===== config.mk =====
export PLATFORM = sky130hd
export DESIGN_NAME = snake_head_stepper
export DESIGN_NICKNAME = d
export VERILOG_FILES = /design/src/rtl/snake_head_stepper.sv
export SDC_FILE = /design/constraint.sdc
export NUM_CORES = 1
export LEC_CHECK = 0
export ABC_AREA = 1
export ABC_CLOCK_PERIOD_IN_PS = 2600
export CAP_MARGIN = 20
export CORE_MARGIN = 4
export CORE_UTILIZATION = 53
export CTS_CLUSTER_DIAMETER = 200
export DETAILED_ROUTE_END_ITERATION = 8
export GPL_TIMING_DRIVEN = 1
export PLACE_DENSITY_LB_ADDON = 0.2
export SLEW_MARGIN = 20
export SYNTH_ARGS = -nofsm -noshare
export SYNTH_HDL_FRONTEND = slang
export SYNTH_SLANG_ARGS = --single-unit

===== constraint.sdc =====
create_clock -name clock -period 2.6 [get_ports clock]
set_input_delay 0.26 -clock clock [delete_from_list [all_inputs] [get_ports clock]]
set_output_delay 0.26 -clock clock [all_outputs]
set_load 0.01 [all_outputs]

===== src/rtl/snake_head_stepper.sv =====
// Snake head position stepper: moves the head one cell per tick in the committed heading.
// Turn requests are filtered against reversal; an out-of-bounds move ends the game until start.
module snake_head_stepper #(
  parameter int GRID_W      = 32,
  parameter int GRID_H      = 24,
  parameter int X_W         = 5,
  parameter int Y_W         = 5,
  parameter int TICK_CYCLES = 12500000,
  parameter int START_X     = 16,
  parameter int START_Y     = 12
) (
  input  logic           clock,
  input  logic           reset_n,
  input  logic           U,
  input  logic           D,
  input  logic           L,
  input  logic           R,
  input  logic           noMove,
  input  logic           start,
  output logic [X_W-1:0] head_x,
  output logic [Y_W-1:0] head_y,
  output logic [1:0]     dir,
  output logic           step,
  output logic           running,
  output logic           game_over
);

  localparam int CNT_W = (TICK_CYCLES > 1) ? $clog2(TICK_CYCLES) : 1;
  localparam logic [CNT_W-1:0] CNT_LAST = CNT_W'(TICK_CYCLES - 1);
  localparam logic [X_W-1:0]   X_MAX    = X_W'(GRID_W - 1);
  localparam logic [Y_W-1:0]   Y_MAX    = Y_W'(GRID_H - 1);
  localparam logic [X_W-1:0]   X_START  = X_W'(START_X);
  localparam logic [Y_W-1:0]   Y_START  = Y_W'(START_Y);

  localparam logic [1:0] DIR_U = 2'b00;
  localparam logic [1:0] DIR_D = 2'b01;
  localparam logic [1:0] DIR_L = 2'b10;
  localparam logic [1:0] DIR_R = 2'b11;

  typedef enum logic [1:0] {
    ST_IDLE = 2'b00,
    ST_RUN  = 2'b01,
    ST_DEAD = 2'b10
  } state_t;

  state_t           state_q, state_d;
  logic [CNT_W-1:0] cnt_q, cnt_d;
  logic [1:0]       pend_q, pend_d;
  logic [1:0]       dir_q, dir_d;
  logic [X_W-1:0]   head_x_q, head_x_d;
  logic [Y_W-1:0]   head_y_q, head_y_d;
  logic             step_q, step_d;
  logic             running_q, running_d;
  logic             game_over_q, game_over_d;

  logic             req_vld;
  logic [1:0]       req_dir;
  logic             move_evt;
  logic [1:0]       commit_dir;
  logic             oob;

  // Decode the direction request: exactly one line high and noMove low.
  always_comb begin
    req_vld = 1'b0;
    req_dir = DIR_R;
    case ({U, D, L, R})
      4'b1000: begin req_vld = 1'b1; req_dir = DIR_U; end
      4'b0100: begin req_vld = 1'b1; req_dir = DIR_D; end
      4'b0010: begin req_vld = 1'b1; req_dir = DIR_L; end
      4'b0001: begin req_vld = 1'b1; req_dir = DIR_R; end
      default: begin req_vld = 1'b0; req_dir = DIR_R; end
    endcase
    if (noMove) req_vld = 1'b0;
  end

  always_comb begin
    move_evt   = (state_q == ST_RUN) && (cnt_q == CNT_LAST);
    commit_dir = move_evt ? pend_q : dir_q;
    case (commit_dir)
      DIR_U:   oob = (head_y_q == '0);
      DIR_D:   oob = (head_y_q == Y_MAX);
      DIR_L:   oob = (head_x_q == '0);
      default: oob = (head_x_q == X_MAX);
    endcase
  end

  always_comb begin
    state_d  = state_q;
    cnt_d    = cnt_q;
    pend_d   = pend_q;
    dir_d    = dir_q;
    head_x_d = head_x_q;
    head_y_d = head_y_q;
    step_d   = 1'b0;

    case (state_q)
      ST_IDLE: begin
        head_x_d = X_START;
        head_y_d = Y_START;
        dir_d    = DIR_R;
        if (start) begin
          state_d = ST_RUN;
          cnt_d   = '0;
          pend_d  = DIR_R;
        end
      end
      ST_RUN: begin
        cnt_d = move_evt ? '0 : cnt_q + CNT_W'(1);
        if (move_evt) begin
          if (oob) begin
            state_d = ST_DEAD;
          end else begin
            dir_d  = commit_dir;
            step_d = 1'b1;
            case (commit_dir)
              DIR_U:   head_y_d = head_y_q - Y_W'(1);
              DIR_D:   head_y_d = head_y_q + Y_W'(1);
              DIR_L:   head_x_d = head_x_q - X_W'(1);
              default: head_x_d = head_x_q + X_W'(1);
            endcase
          end
        end
        // Same-cycle requests are judged against the heading just committed.
        if (req_vld && (req_dir != (commit_dir ^ 2'b01))) pend_d = req_dir;
      end
      ST_DEAD: begin
        if (start) begin
          state_d  = ST_RUN;
          cnt_d    = '0;
          pend_d   = DIR_R;
          dir_d    = DIR_R;
          head_x_d = X_START;
          head_y_d = Y_START;
        end
      end
      default: state_d = ST_IDLE;
    endcase

    running_d   = (state_d == ST_RUN);
    game_over_d = (state_d == ST_DEAD);
  end

  always_ff @(posedge clock or negedge reset_n) begin
    if (!reset_n) begin
      state_q     <= ST_IDLE;
      cnt_q       <= '0;
      pend_q      <= DIR_R;
      dir_q       <= DIR_R;
      head_x_q    <= X_START;
      head_y_q    <= Y_START;
      step_q      <= 1'b0;
      running_q   <= 1'b0;
      game_over_q <= 1'b0;
    end else begin
      state_q     <= state_d;
      cnt_q       <= cnt_d;
      pend_q      <= pend_d;
      dir_q       <= dir_d;
      head_x_q    <= head_x_d;
      head_y_q    <= head_y_d;
      step_q      <= step_d;
      running_q   <= running_d;
      game_over_q <= game_over_d;
    end
  end

  assign head_x    = head_x_q;
  assign head_y    = head_y_q;
  assign dir       = dir_q;
  assign step      = step_q;
  assign running   = running_q;
  assign game_over = game_over_q;

endmodule


==> impl_metrics.json <==
{
  "clkPwrFrac_pct": 12.7,
  "async_flop_share_pct": 100.0,
  "finalSetupViolations": 0,
  "cts_tree": "yes",
  "p_total_uw": 3765,
  "cp.required_ns": 2.83,
  "clock_path_buffers": 2,
  "overflow": 0,
  "die_h_um": 81.21,
  "powerDensity_nw_per_um2": 1045,
  "layout_commonest_cell": "nand2_1",
  "p_sw_share_pct": 42.98,
  "synth_cell_type_count": 45,
  "synthCells": 367,
  "cp_common_cell": "nand2_2",
  "final_cell_mix": "nand2_1 (90), inv_1 (36), dfrtp_1 (36), nor2_1 (34), buf_4 (31)",
  "die_x_um": 81.21,
  "arrival_ns": 2.77,
  "grt_pass1_vias": 2694,
  "dr_total_vias": 2716,
  "final-hold-violation-count": 0,
  "synth_top_area_share_pct": 31.72,
  "slowest_stage": "dfrtp_1",
  "dieArea_sq_um": 6594,
  "path_cells": "ha_2 > nand2_2 > nor2_4 > nand2_2 > nor2_8 > nand3_4 > nand2_4 > nand2_4 > clkinv_4 > nand2_8 > fa_2 > inv_2 > nand3_2 > nand2_2 > xor2_2 > nand3b_1 > nand3_1 > nand4_1 > nand2_1",
  "initial_core_util_pct": 55.26,
  "slew_headroom_pct": 36.64,
  "drt_first_iter_violations": 167,
  "cp-end-kind": "flip-flop",
  "cts_buffers": 5,
  "hold_class": "in -> async",
  "drv_slew": 0,
  "p_int_uw": 2147,
  "placementRows": 26,
  "max_freq_mhz": 393.8,
  "core_sq_um": 5140,
  "yosys_warnings": 0,
  "clk_latency_ns": 0.30,
  "seqPwrFrac_pct": 31.2,
  "worst-setup-path-type": "reg -> reg",
  "synth_seq_area_share_pct": 38.19,
  "dr.pass1.iters": 5,
  "regToRegSetupSlack_ns": 0.06,
  "grt_max_degree": 44,
  "synth_top_flop_cell": "dfrtp_1",
  "cts_max_level": 2,
  "path_max_fanout": 5,
  "fin_crit_sh_pct": 97.66,
  "fin_area_sq_um": 3602,
  "wl_per_cell_um": 14.39,
  "num_io_pins": 23,
  "synth_nets": 384,
  "rsz0062_at_grt": "yes",
  "dp_hpwl_um": 5064,
  "multi_input_area_sq_um": 1705,
  "cpPeakStageDelay_ns": 0.37,
  "synth-edff-count": 0,
  "fin_crit_ns": 2.539,
  "ys_top_cells_by_area": "dfrtp_1 (32%), nand2_1 (13%), dfstp_2 (6.5%), inv_1 (5.0%), nor2_1 (4.5%)",
  "layout.nets": 437,
  "rr_startpoint": "cnt_q[1]",
  "fin_worst_skew_ns": 0.007559,
  "worst_pin_slew_ns": 0.9503,
  "power_frac_comb_pct": 56.2,
  "leakage_uw": 0.001640,
  "ir_drop_mv": 0.6329,
  "avgSynthCellArea_sq_um": 7.739,
  "io_buffers": 22,
  "power_switching_uw": 1618,
  "status": "finished clean",
  "cp-startpoint": "cnt_q[1]",
  "regArea_sq_um": 1085,
  "viasPerCell": 5.532,
  "root_buffer": "clkbuf_8",
  "netlist_area_sq_um": 2840,
  "ys_ff_latch": 43,
  "wirelength_um": 7067,
  "dpl_cell_area_sq_um": 3253,
  "n_fill_cell": 438,
  "r2r-end": "head_x[4]",
  "fin_hold_ws_ns": 0.09586,
  "area_growth_syn_to_layout_pct": 26.83,
  "grt_antenna_before_repair": 0,
  "reg2regPathDepth": 19,
  "diodes": 0,
  "max-cap-violations": 0,
  "gp_congestion": 0.8300,
  "cts.clk_slew.worst_paths_ns": 0.09,
  "drive_above_1_share_pct": 23.75,
  "start_kind": "flip-flop",
  "grt_first_pass_wirelength_um": 11970,
  "yosys.area.top_type": "dfrtp_1",
  "cts_sinks": 43,
  "cp-endpoint": "head_x[4]",
  "drc": 0,
  "grt_usage_pct": 23.34,
  "antenna_left": 0,
  "holdBufCountCts": 0
}
-- synth_stat cells, types with 2 or more instances --
cell      count
nand2_2       4
dfstp_2       7
nor2_2        4
dfrtp_1      36
a211oi_1      2
inv_2         5
o21ai_1       3
nand2_1      96
fa_1          2
clkbuf_1      3
a31oi_1       3
nand2_4       4
nand3b_1      2
nand3_4       2
nand4_1      18
inv_1        38
o32ai_1       2
ha_1          7
nor3_1        8
nor4_1        6
buf_2         2
o21ai_0      11
o22ai_1      10
nand3_2       2
nand3_1      18
nor2_4        2
o31ai_1       3
xor2_1       12
nor2_1       34
a21oi_1       6
-- cell type report --
| class | count | area share (%) |
|---|---|---|
| multi-input cells | 273 | 47.34 |
| flip-flops and latches | 43 | 30.11 |
| repair buffers | 53 | 12.43 |
| inverters | 44 | 4.793 |
| clock buffers | 7 | 2.675 |
| well taps | 70 | 2.431 |
| clock inverters | 1 | 0.2084 |
-- per-layer routing --
layer / vias up / GRT usage (%) / wire length, um
met1: 1279 / 30.96 / 3257
met5: - / 0 / 0
met2: 88 / 36.95 / 3323
li1: 1335 / - / -
met4: 0 / 8.615 / 114
met3: 14 / 5.654 / 371
-- through the flow --
stage	utilization, %	setup WS (ns)	setup TNS (ns)	std cells
6_report	70.08	0.06071	0	491
5_1_grt	70.08	-0.1272	-0.4018	491
4_1_cts	67.21	0.005394	0	485
3_5_place_dp	63.29	-0.1269	-0.2505	472
3_3_place_gp	63.29	0.04548	0	472
2_1_floorplan	-	0.08223	0	367
-- worst max-delay path: cells and delay by family, from the launching register on --
family	cells	cell delay [ns]
simple gates	14	1.25
flops	1	0.37
fa+ha+maj	2	0.56
xor+xnor	1	0.14
buf+inv	2	0.15
-- registers in the layout, summed over array words and instances, names as in the netlist --
| register | count |
|---|---|
| cnt_q | 24 |
| running | 1 |
| head_y | 5 |
| game_over | 1 |
| pend_q | 2 |
| head_x | 5 |
| state_q | 2 |
| step | 1 |
| dir | 2 |
-- worst min-delay path by stage --
| stage | end | slack, ns | depth (start not counted) | from |
|---|---|---|---|---|
| detailed placement | cnt_q[11] | 0.48 | 1 | reset_n |
| CTS | cnt_q[11] | 0.15 | 1 | reset_n |
| global route | cnt_q[11] | 0.19 | 1 | reset_n |
| finish | cnt_q[11] | 0.1 | 1 | reset_n |
| global placement | cnt_q[10] | 0.47 | 1 | reset_n |
| floorplan | cnt_q[0] | -0.04 | 0 | reset_n |
-- what timing repair did --
item	4_1_cts	5_1_grt
resized for setup	12	19
pin swaps	4	15
setup endpoints to repair	4	5
setup buffers	5	6
-- power by group through the flow --
stage,sequential (uW),clock (uW),combinational (uW)
floorplan,1170,0,1100
global placement,1150,0,1640
detailed placement,1150,0,1710
CTS,1150,487,1860
global route,1210,511,2350
finish,1170,477,2110
-- cells by family after synthesis --
group	synth area share, %
AOI/OAI and AO/OA	10.09
adders and majority gates	4.493
xor gates and xnor gates	4.009
buffers and inverters	7.401
and+or+nand+nor	35.81
DFF	38.19
No activity file was read; power rests on OpenSTA's default activity.
